`src/rtl/calc_key_arbiter.sv`:
```
// Arbitrates keypad source A and host source B onto one calculator key port; a session is locked until '=' or CA, or until timeout.
// An accepted key appears on keycode/newkey one cycle later. Both readies stay low during the inter-key gap, and the non-owner's ready stays low for the whole session.
module calc_key_arbiter #(
  parameter int GAP_CYCLES = 2,
  parameter int TIMEOUT    = 1000000
) (
  input  logic       clk,
  input  logic       rst,
  input  logic       a_valid,
  input  logic [4:0] a_key,
  output logic       a_ready,
  input  logic       b_valid,
  input  logic [4:0] b_key,
  output logic       b_ready,
  output logic [4:0] keycode,
  output logic       newkey,
  output logic [1:0] owner,
  output logic       timeout_flag
);

  localparam int GW = (GAP_CYCLES < 1) ? 1 : $clog2(GAP_CYCLES + 1);
  localparam int CW = $clog2(TIMEOUT + 1);
  localparam logic [GW-1:0] GAP_LOAD = GW'(GAP_CYCLES);
  localparam logic [GW-1:0] GAP_ONE  = GW'(1);
  localparam logic [CW-1:0] CNT_FIRE = CW'(TIMEOUT - 1);
  localparam logic [CW-1:0] CNT_MAX  = CW'(TIMEOUT);
  localparam logic [CW-1:0] CNT_ONE  = CW'(1);
  localparam logic [4:0]    KEY_CA   = 5'b00100;
  localparam logic [4:0]    KEY_EQ   = 5'b00011;

  typedef enum logic [1:0] {
    IDLE  = 2'd0,
    OWN_A = 2'd1,
    OWN_B = 2'd2
  } state_t;

  state_t        state;
  logic          last_b;
  logic [GW-1:0] gap_cnt;
  logic [CW-1:0] idle_cnt;

  logic       gap_open;
  logic       grant_a;
  logic       grant_b;
  logic       acc_a;
  logic       acc_b;
  logic       accept;
  logic       close_key;
  logic       fire;
  logic [4:0] acc_key;

  always_comb begin
    gap_open = (gap_cnt == '0) && !rst;
    grant_a  = 1'b0;
    grant_b  = 1'b0;
    case (state)
      // Round robin: A wins a tie only if B was granted last.
      IDLE: begin
        grant_a = a_valid && (!b_valid || last_b);
        grant_b = b_valid && !grant_a;
      end
      OWN_A:   grant_a = a_valid;
      OWN_B:   grant_b = b_valid;
      default: ;
    endcase
    acc_a     = gap_open && grant_a;
    acc_b     = gap_open && grant_b;
    accept    = acc_a || acc_b;
    acc_key   = acc_a ? a_key : b_key;
    close_key = (acc_key == KEY_EQ) || (acc_key == KEY_CA);
    // An accept on the final count wins over the timeout.
    fire      = (state != IDLE) && !accept && (idle_cnt == CNT_FIRE);
  end

  assign a_ready = acc_a;
  assign b_ready = acc_b;

  always_ff @(posedge clk or posedge rst) begin
    if (rst) begin
      state        <= IDLE;
      last_b       <= 1'b1;
      gap_cnt      <= '0;
      idle_cnt     <= '0;
      keycode      <= 5'b00000;
      newkey       <= 1'b0;
      owner        <= 2'b00;
      timeout_flag <= 1'b0;
    end else begin
      newkey       <= accept || fire;
      timeout_flag <= fire;

      if (accept || fire)
        gap_cnt <= GAP_LOAD;
      else if (gap_cnt != '0)
        gap_cnt <= gap_cnt - GAP_ONE;

      if (accept) begin
        keycode  <= acc_key;
        last_b   <= acc_b;
        idle_cnt <= '0;
        if (close_key) begin
          state <= IDLE;
          owner <= 2'b00;
        end else if (acc_a) begin
          state <= OWN_A;
          owner <= 2'b01;
        end else begin
          state <= OWN_B;
          owner <= 2'b10;
        end
      end else if (fire) begin
        keycode  <= KEY_CA;
        last_b   <= (state == OWN_B);
        idle_cnt <= '0;
        state    <= IDLE;
        owner    <= 2'b00;
      end else if (state != IDLE) begin
        if (idle_cnt != CNT_MAX)
          idle_cnt <= idle_cnt + CNT_ONE;
      end else begin
        idle_cnt <= '0;
      end
    end
  end

endmodule

```
`config.mk`:
```
export PLATFORM = sky130hd
export DESIGN_NAME = calc_key_arbiter
export DESIGN_NICKNAME = d
export VERILOG_FILES = /design/src/rtl/calc_key_arbiter.sv
export SDC_FILE = /design/constraint.sdc
export NUM_CORES = 1
export LEC_CHECK = 0
export CELL_PAD_IN_SITES_DETAIL_PLACEMENT = 0
export CELL_PAD_IN_SITES_GLOBAL_PLACEMENT = 1
export CORE_ASPECT_RATIO = 1.25
export CORE_MARGIN = 2
export CORE_UTILIZATION = 44
export DETAILED_ROUTE_END_ITERATION = 8
export GPL_TIMING_DRIVEN = 0
export MAX_ROUTING_LAYER = met4
export PLACE_DENSITY_LB_ADDON = 0.1
export SETUP_SLACK_MARGIN = 0.2
export SKIP_CTS_REPAIR_TIMING = 1
export SLEW_MARGIN = 10
export SYNTH_ARGS = -nofsm -noshare
export SYNTH_HDL_FRONTEND = slang
export SYNTH_SLANG_ARGS = --single-unit
```
`constraint.sdc`:
```
create_clock -name clk -period 4.1 [get_ports clk]
set_input_delay 0.615 -clock clk [delete_from_list [all_inputs] [get_ports clk]]
set_output_delay 0.615 -clock clk [all_outputs]
set_load 0.05 [all_outputs]
```
==> results of run 1 <==
[final timing paths]
| check | depth (start not counted) | from | to | slack (ps) |
|---|---|---|---|---|
| setup reg to reg | 6 | idle_cnt[1] | idle_cnt[19] | 2130 |
| setup / recovery | 6 | b_valid | b_ready | 700 |
| hold reg to reg | 1 | idle_cnt[0] | idle_cnt[0] | 550 |
| hold / removal | 1 | idle_cnt[0] | idle_cnt[0] | 550 |
| max in group asynchronous | 2 | rst | idle_cnt[12] | 2860 |
| min in group asynchronous | 2 | rst | gap_cnt[0] | 790 |
[metrics by stage]
step | cell area (sq um) | utilization [%] | worst slack (ps) | cells | total power, mW
final | 2150 | 56.4 | 704 | 270 | 1.17
after global routing | 2150 | 56.4 | 635 | 270 | 1.25
after CTS | 2150 | 56.4 | 722 | 270 | 1.18
after detailed placement | 2060 | 54.1 | 734 | 262 | 0.927
after global placement | 2060 | 54.1 | 744 | 262 | 0.920
after floorplan | 1760 | - | 1910 | 184 | 0.774
[per-layer routing]
metal	vias up	GRT usage (%)
met2	37	32.0
li1	707	-
met4	0	9.18
met3	7	4.81
met5	-	-
met1	683	22.1
[Yosys cell counts, drive strengths merged (6+ instances only)]
cell type | number | area (sq um)
nor2 | 23 | 86.3
and4 | 6 | 55.1
nand2 | 15 | 56.3
nor2b | 6 | 37.5
o21ai | 9 | 45.0
xor2 | 13 | 114
inv | 12 | 45.0
nand3 | 11 | 55.1
dfrtp | 31 | 776
[logic make-up (layout without fill, tap and decap cells)]
kind of cell / after synthesis / after routing / share of synthesized area [%]
AOI/OAI and AO/OA: 28 / 28 / 10.1
xor gates and xnor gates: 18 / 18 / 8.98
adders and majority gates: 3 / 3 / 2.14
buffers and inverters: 15 / 47 / 3.99
DFF: 32 / 32 / 45.7
muxes: 2 / 2 / 1.21
and+or+nand+nor: 86 / 86 / 27.9
[report_power, final]
part / internal [mW] / switching (mW)
Clock: 0.137 / 0.113
Combinational: 0.179 / 0.297
Sequential: 0.386 / 0.0566
Total: 0.702 / 0.466
[sequential cells by signal (all words and copies together) (netlist names)]
register      flops
idle_cnt         20
newkey            1
state             2
keycode           5
last_b            1
gap_cnt           2
timeout_flag      1
[area by class of cell]
| class | instances | area share, % |
|---|---|---|
| multi-input cells | 137 | 41.0 |
| flip-flops and latches | 32 | 37.2 |
| repair buffers | 24 | 11.2 |
| clock buffers | 8 | 4.18 |
| well taps | 54 | 3.14 |
| inverters | 12 | 2.09 |
| plain buffers | 3 | 1.16 |
==> impl_metrics.csv, run 1 <==
group,metric,value,unit
floorplan,core,3820,sq um
final_layout,insertedDiodeCount,0,
synth,synth_edf_count,0,
timing,holdWs,547,ps
floorplan,die_area,4510,sq um
global_route,grt_usage,19.4,%
synth,yosysWarningCount,0,
drt,ant_nets,0,
global_route,grt_max_degree,33,
timing,setup_tns,0,ps
synth,syn-cell-area,1760,sq um
drt,first_iter_violations,82,
final_layout,seqCellArea,802,sq um
critical_path,worstSetupPathType,"primary input to output port",
min_path,hold_class,"flip-flop to flip-flop",
power,leakagePower,0.951,nW
drt,vias_per_cell,5.31,
clock_network,cts_sinks,32,
final_layout,nFillCells,358,
floorplan,pin_count,25,
synth,synth-seq-cells,32,
synth,postSynthCellCount,184,
final_layout,nNetsFinal,232,
final_layout,drive_above_1_share,7.41,%
drt,top_layer_used,"met4",
critical_path,path_cells,"clkdlybuf4s50_1, nor2b_1, nand2_1, a21o_2, inv_1, clkdlybuf4s50_1",
drt,wire_per_inst,13.9,um
timing,period_needed,3400,ps
floorplan,die-width,60.5,um
critical_path,max_stage_delay,850,ps
critical_path,path_buf_inv,3,
timing,rsz0062_at_grt,"false",
final_layout,layout_common_cells,"dfrtp_1 (31), clkdlybuf4s50_1 (24), nor2_1 (23), nand2_1 (15), xor2_1 (13)",
critical_path,cpLargestDelayFamily,"buffers and inverters",
synth,ys_async_sr_fraction,100,%
timing,slew_violations,0,
power,powerDensity,543,nW/um^2
critical_path,crit_arrival,2780,ps
drt,vias,1434,
critical_path,start_kind,"primary input",
critical_path,crit_top_cell,"clkdlybuf4s50_1",
critical_path,required,3480,ps
critical_path,setup.worst_path.end_class,"output port",
timing,finalSetupViolations,0,
drt,drt_pass1_iterations,4,
place,hpwl,2.75,mm
place,port_buffers,24,
clock_network,cts_tree,"done",
drt,m1WireLength,1.66,mm
synth,postSynthNetCount,201,
clock_network,clk_pin_slew_worst_paths,60,ps
timing,hold_violations,0,
timing,period_share,82.8,%
drt,post-route-drc-count,0,
clock_network,clk_path_buf_depth,2,
global_route,grt_pass1_wl,6.27,mm
timing,fmax,294,MHz
final_layout,multiInputGateArea,883,sq um
floorplan,row_count,25,
timing,worst-slew-pin-transition,677,ps
clock_network,clockRootBuffer,"clkbuf_8",
power,ir_worst_vdd,0.000295,V
synth,synth.distinct_cells,43,
global_route,grt-ovfl-total,0,
global_route,grt_pass1_vias,1417,
place,routabilityCongestion,0.831,
synth,syn_avg_cell_area,9.54,sq um
timing,finalClockSkew,5.42,ps
final_layout,area_growth,22.7,%
global_route,grt_antenna_before_repair,0,
floorplan,die_h,74.6,um
floorplan,initial_core_util,46.0,%
clock_network,cts_max_level,2,
critical_path,crit_slowest_cell,"clkdlybuf4s50_1",
critical_path,worstPathMaxFanout,7,
run,cap_violations,0,
clock_network,insertion_delay,280,ps
drt,met3_length,193,um
drt,wl,3.75,mm
synth,synthFlopType,"dfrtp_1",
clock_network,numCtsBuffers,5,
final_layout,mostFrequentLayoutCell,"dfrtp_1",
synth,seq_area_frac_synth,45.7,%
timing,slew_headroom,54.8,%
status,status,"finished clean",
drt,wl_met2,1.81,mm
Power figures use the tool's default switching activity.
==> inputs of run 2 (changes only) <==
--- a/config.mk
+++ b/config.mk
@@ -9,7 +9,7 @@
 export CELL_PAD_IN_SITES_GLOBAL_PLACEMENT = 1
 export CORE_ASPECT_RATIO = 1.25
 export CORE_MARGIN = 2
-export CORE_UTILIZATION = 44
+export CORE_UTILIZATION = 41
 export DETAILED_ROUTE_END_ITERATION = 8
 export GPL_TIMING_DRIVEN = 0
 export MAX_ROUTING_LAYER = met4
==> constraint.sdc (replaced) <==
create_clock -name clk -period 3.5 [get_ports clk]
set_input_delay 0.525 -clock clk [delete_from_list [all_inputs] [get_ports clk]]
set_output_delay 0.525 -clock clk [all_outputs]
set_load 0.05 [all_outputs]
==> run 2 against run 1 <==
Against the previous run: sequential power increased by 18%; register-to-register slack lost 670 ps; sequential share of layout area is 0.26 points lower; final cell count is 0.74% higher; via count up 0.91%; total power is 20% higher; setup slack worse by 160 ps; global-route usage decreased by 1.4 points; critical path type unchanged; largest cell class unchanged; largest power group unchanged.
==> impl_metrics.csv, run 2 (synthesis gave the netlist of run 1 again) <==
group,metric,value,unit
status,status,"finished clean",
drt,wl_met2,1.96,mm
clock_network,cts_sinks,32,
critical_path,worstPathMaxFanout,5,
critical_path,start_kind,"primary input",
clock_network,cts_tree,"done",
drt,post-route-drc-count,0,
timing,slew_violations,0,
clock_network,clk_pin_slew_worst_paths,70,ps
timing,period_needed,2960,ps
floorplan,die_area,4820,sq um
critical_path,rrSetupSlack,1460,ps
clock_network,insertion_delay,280,ps
min_path,hold_class,"flip-flop to flip-flop",
clock_network,clockRootBuffer,"clkbuf_8",
timing,worst-slew-pin-transition,675,ps
final_layout,fin_util,52.9,%
timing,rsz0062_at_grt,"false",
critical_path,max_stage_delay,730,ps
place,port_buffers,24,
critical_path,path_buf_inv,4,
drt,wl,3.94,mm
floorplan,die-width,62.5,um
timing,hold_violations,0,
critical_path,cpLargestDelayFamily,"buffers and inverters",
final_layout,regMostFlops,"idle_cnt",
clock_network,clk_path_buf_depth,2,
critical_path,required,2970,ps
final_layout,largest_reg_flops,20,
run,cap_violations,0,
clock_network,numCtsBuffers,5,
timing,fmax,338,MHz
drt,m1WireLength,1.77,mm
place,routabilityCongestion,0.820,
global_route,grt_max_degree,33,
timing,slew_headroom,54.9,%
critical_path,crit_arrival,2430,ps
floorplan,pin_count,25,
power,powerDensity,645,nW/um^2
floorplan,initial_core_util,42.8,%
global_route,grt-ovfl-total,0,
place,hpwl,2.88,mm
critical_path,r2r_start,"idle_cnt[1]",
clock_network,cts_max_level,2,
drt,wire_per_inst,14.5,um
floorplan,die_h,77.2,um
final_layout,mostFrequentLayoutCell,"dfrtp_1",
drt,top_layer_used,"met4",
critical_path,path_cells,"clkdlybuf4s50_1, inv_1, o311ai_1, inv_1, clkdlybuf4s50_1",
timing,finalSetupViolations,0,
drt,drt_pass1_iterations,4,
final_layout,layout_common_cells,"dfrtp_1 (31), nor2_1 (23), clkdlybuf4s50_1 (23), nand2_1 (15), xor2_1 (13)",
global_route,grt_pass1_wl,6.73,mm
timing,setup_tns,0,ps
drt,vias,1447,
drt,first_iter_violations,87,
timing,finalClockSkew,3.66,ps
floorplan,core,4100,sq um
critical_path,crit_slowest_cell,"clkdlybuf4s50_1",
final_layout,area_growth,23.5,%
global_route,grt_pass1_vias,1428,
drt,ant_nets,0,
drt,vias_per_cell,5.32,
drt,met3_length,157,um
min_path,hold_start,"gap_cnt[0]",
critical_path,worstSetupPathType,"primary input to output port",
critical_path,crit_start,"b_valid",
timing,period_share,84.5,%
final_layout,nNetsFinal,232,
power,leakagePower,0.975,nW
global_route,grt_antenna_before_repair,0,
critical_path,setup.worst_path.end_class,"output port",
global_route,grt_usage,18.0,%
floorplan,row_count,26,
final_layout,insertedDiodeCount,0,
final_layout,reg_top3,"idle_cnt x20, keycode x5",
power,ir_worst_vdd,0.000254,V
final_layout,drive_above_1_share,7.87,%
## run 2: cell count changes in the layout (fill, tap and decap cells not counted), sizes merged
cell,previous run,this run
clkdlybuf4s50,24,23
dlymetal6s2s,1,2
## run 2: area by class of cell
cell class                      instances  area [sq um]
Inverter                               12          45.0
Multi-Input combinational cell        137           883
Timing Repair Buffer                   24           243
Sequential cell                        32           802
Buffer                                  3          25.0
Clock buffer                            8           100
Tap cell                               56          70.1
Fill cell                             395          1930
## run 2: path summary, 6_finish.rpt
kind / end / cells after the start
max: a_ready / 5
max reg2reg: idle_cnt[19] / 6
min reg2reg: gap_cnt[0] / 2
max in group asynchronous: idle_cnt[18] / 2
min in group asynchronous: idle_cnt[1] / 2
min: gap_cnt[0] / 2
## run 2: worst register-to-register path: stages (launching register included)
cell and delay [ps]:
dfrtp_1 420, ha_1 270, and4_1 280, and4_1 320, nand2_1 150, nand3_1 310
o21ai_0 150
## run 2: routing by layer
| metal | up-vias | GRT usage [%] |
|---|---|---|
| met4 | 0 | 6.22 |
| li1 | 706 | - |
| met3 | 5 | 4.40 |
| met2 | 28 | 29.7 |
| met1 | 708 | 21.6 |
| met5 | - | - |
## run 2: power breakdown
| part | leakage, nW | switching, mW | internal, mW | total, mW |
|---|---|---|---|---|
| registers | 0.422 | 0.0700 | 0.452 | 0.522 |
| logic | 0.501 | 0.352 | 0.210 | 0.562 |
| clock network | 0.0515 | 0.136 | 0.179 | 0.315 |
| total | 0.975 | 0.558 | 0.841 | 1.40 |
## run 2: stage by stage
step	power (mW)	instances	hold slack, ps	area (sq um)	setup slack [ps]
2_1_floorplan	0.907	184	505	1760	1400
3_3_place_gp	1.09	264	526	2070	323
3_5_place_dp	1.10	264	529	2070	332
4_1_cts	1.41	272	548	2170	324
5_1_grt	1.49	272	574	2170	375
6_report	1.40	272	543	2170	541
==> patch, RTL diff (flow settings as in run 2) <==
Add an input register stage for `a_key` and `b_key`, without a reset; this delays them by one clock. The other inputs are not delayed to match.
--- a/src/rtl/calc_key_arbiter.sv
+++ b/src/rtl/calc_key_arbiter.sv
@@ -34,6 +34,14 @@
     OWN_B = 2'd2
   } state_t;
 
+  logic [4:0] a_key_q;
+  logic [4:0] b_key_q;
+
+  always_ff @(posedge clk) begin
+    a_key_q <= a_key;
+    b_key_q <= b_key;
+  end
+
   state_t        state;
   logic          last_b;
   logic [GW-1:0] gap_cnt;
@@ -66,7 +74,7 @@
     acc_a     = gap_open && grant_a;
     acc_b     = gap_open && grant_b;
     accept    = acc_a || acc_b;
-    acc_key   = acc_a ? a_key : b_key;
+    acc_key   = acc_a ? a_key_q : b_key_q;
     close_key = (acc_key == KEY_EQ) || (acc_key == KEY_CA);
     // An accept on the final count wins over the timeout.
     fire      = (state != IDLE) && !accept && (idle_cnt == CNT_FIRE);
Function: changed (a bounded check fails within 4 cycles, from zero or initial values and one cycle with rst high).
==> patch against run 2 <==
Area after synthesis grew 8.0%; sequential power grew 20%; power grew 5.5%; via count shrank 3.0%; wire length shrank 2.3%; sequential cell count grew 10; utilization shrank 0.79 points; cell area grew 6.3%; worst setup slack lost 140 ps; critical endpoint is now b_ready.
==> patch: results (changes against run 2) <==
synth_fp_nets: 203  # was 201
vdd_drop_max_mv: 0.4680  # was 0.2544 mV
grt_pass1_vias: 1452  # was 1428
drive_gt1_share_pct: 11.01  # was 7.870%
wl_per_cell_um: 13.94  # was 14.48 um
r2r_start: "idle_cnt[0]$_DFFE_PP0P_"  # was idle_cnt[1]$_DFFE_PP0P_
clockRootBuffer: "clkbuf_8"  # unchanged
leakage_uw: 0.0009830  # was 0.0009748 uW
finalClockSkew_ps: 4.414  # was 3.660 ps
status: "finished, final reports clean"  # unchanged
grt_max_degree: 33  # unchanged
syn_avg_cell_area_um2: 10.19  # was 9.540 um^2
crit_end: "b_ready"  # was a_ready
dp_cells: 268  # was 264
nNetsFinal: 234  # was 232
grt_pass1_wl_um: 6534  # was 6727 um
fillCellCount: 431  # was 395
gr-usage-all-layers_pct: 17.17  # was 18.03%
num_vias: 1404  # was 1447
critPathLaunch: "gap_cnt[0]$_DFFE_PP0P_"  # was b_valid
place_congestion: 0.8073  # was 0.8197
crit_path_max_incr_delay_ps: 880  # was 730 ps
worstHoldStart: "b_key_q[2]$_DFF_P_"  # was gap_cnt[0]$_DFFE_PP0P_
yosys-top-cells-area: "dfrtp_1 (41%), dfxtp_1 (11%), xnor2_1 (6.5%), nor2_1 (3.8%), inv_1 (2.8%)"  # was dfrtp_1 (44%), xor2_1 (6.5%), nor2_1 (4.9%), nand2_1 (3.2%), nand3_1 (3.1%)
synth.largest_area_cell: "dfrtp_1"  # unchanged
r2r_cells: 7  # was 6
slew_headroom_pct: 54.89  # was 54.90%
io_buffers: 24  # unchanged
insertion_delay_ps: 290
synthDistinctLibCells: 40  # was 43
path_max_fanout: 8  # was 5
ys_top_cells_by_count: "dfrtp_1 (31), nor2_1 (19), inv_1 (14), xnor2_1 (14), dfxtp_1 (10)"  # was dfrtp_1 (31), nor2_1 (23), nand2_1 (15)
routed_wl_um: 3847  # was 3939 um
cp.arrival_ps: 2570  # was 2430 ps
dp_hpwl_um: 2889  # was 2879 um
drt_iter0_drc: 59  # was 87
reg2reg_to: "idle_cnt[0]$_DFFE_PP0P_"  # was idle_cnt[19]$_DFFE_PP0P_
r2r_setup_slack_ps: 950  # was 1460 ps
min_to: "keycode[2]$_DFFE_PP0P_"  # was gap_cnt[0]$_DFFE_PP0P_
synth-async-reset-ratio_pct: 76.19  # was 100.0%
yosysSeqAreaShare_pct: 52.87  # was 45.69%
==> patch: metrics by stage <==
step                      setup WS, ps  hold WS (ps)  area (um^2)
after floorplan                   1059         441.2         1896
after global placement           256.6         450.8         2208
after detailed placement         234.7         466.9         2208
after CTS                        164.5         483.2         2300
final                            402.6         477.6         2306
after global routing             192.1         500.7         2306
==> patch: area by class of cell <==
class                   count  area [um^2]  area share, %
plain buffers               4        22.52         0.9767
repair buffers             24        242.7          10.53
inverters                  14        52.55          2.279
flip-flops and latches     42         1002          43.46
clock inverters             1        5.005         0.2170
well taps                  58        72.57          3.147
clock buffers               7        86.33          3.744
multi-input cells         126        822.0          35.65
==> patch: cells by family (layout without fill, tap and decap cells) <==
| logic type | count (synthesis) | count (layout) | synth area share (%) |
|---|---|---|---|
| XOR/XNOR | 18 | 18 | 8.317 |
| adder cells (fa/ha/maj) | 3 | 3 | 1.980 |
| AND/OR/NAND/NOR | 75 | 75 | 21.65 |
| AO/OA/AOI/OAI | 29 | 29 | 10.63 |
| flip-flops | 42 | 42 | 52.87 |
| buffers and inverters | 18 | 50 | 3.960 |
| multiplexers | 1 | 1 | 0.5940 |
==> patch: per-layer routing <==
metal | wire length (um) | vias up | GRT usage [%]
li1 | - | 698 | -
met4 | 50 | 0 | 5.745
met2 | 2153 | 31 | 31.13
met1 | 1496 | 671 | 18.08
met3 | 147 | 4 | 4.231
met5 | 0 | - | -
==> patch: tightest hold or removal path: cells and delay by family, from the launching register on <==
family	cells	cell delay (ps)
buffers and inverters	1	50
AOI/OAI and AO/OA	1	60
DFF	1	320
==> patch: where the power goes <==
part / leakage, uW / internal (uW) / switching, uW
logic: 0.000426 / 214 / 316
clock network: 0.0000482 / 159 / 158
registers: 0.000509 / 564 / 64.3
total: 0.000983 / 938 / 539
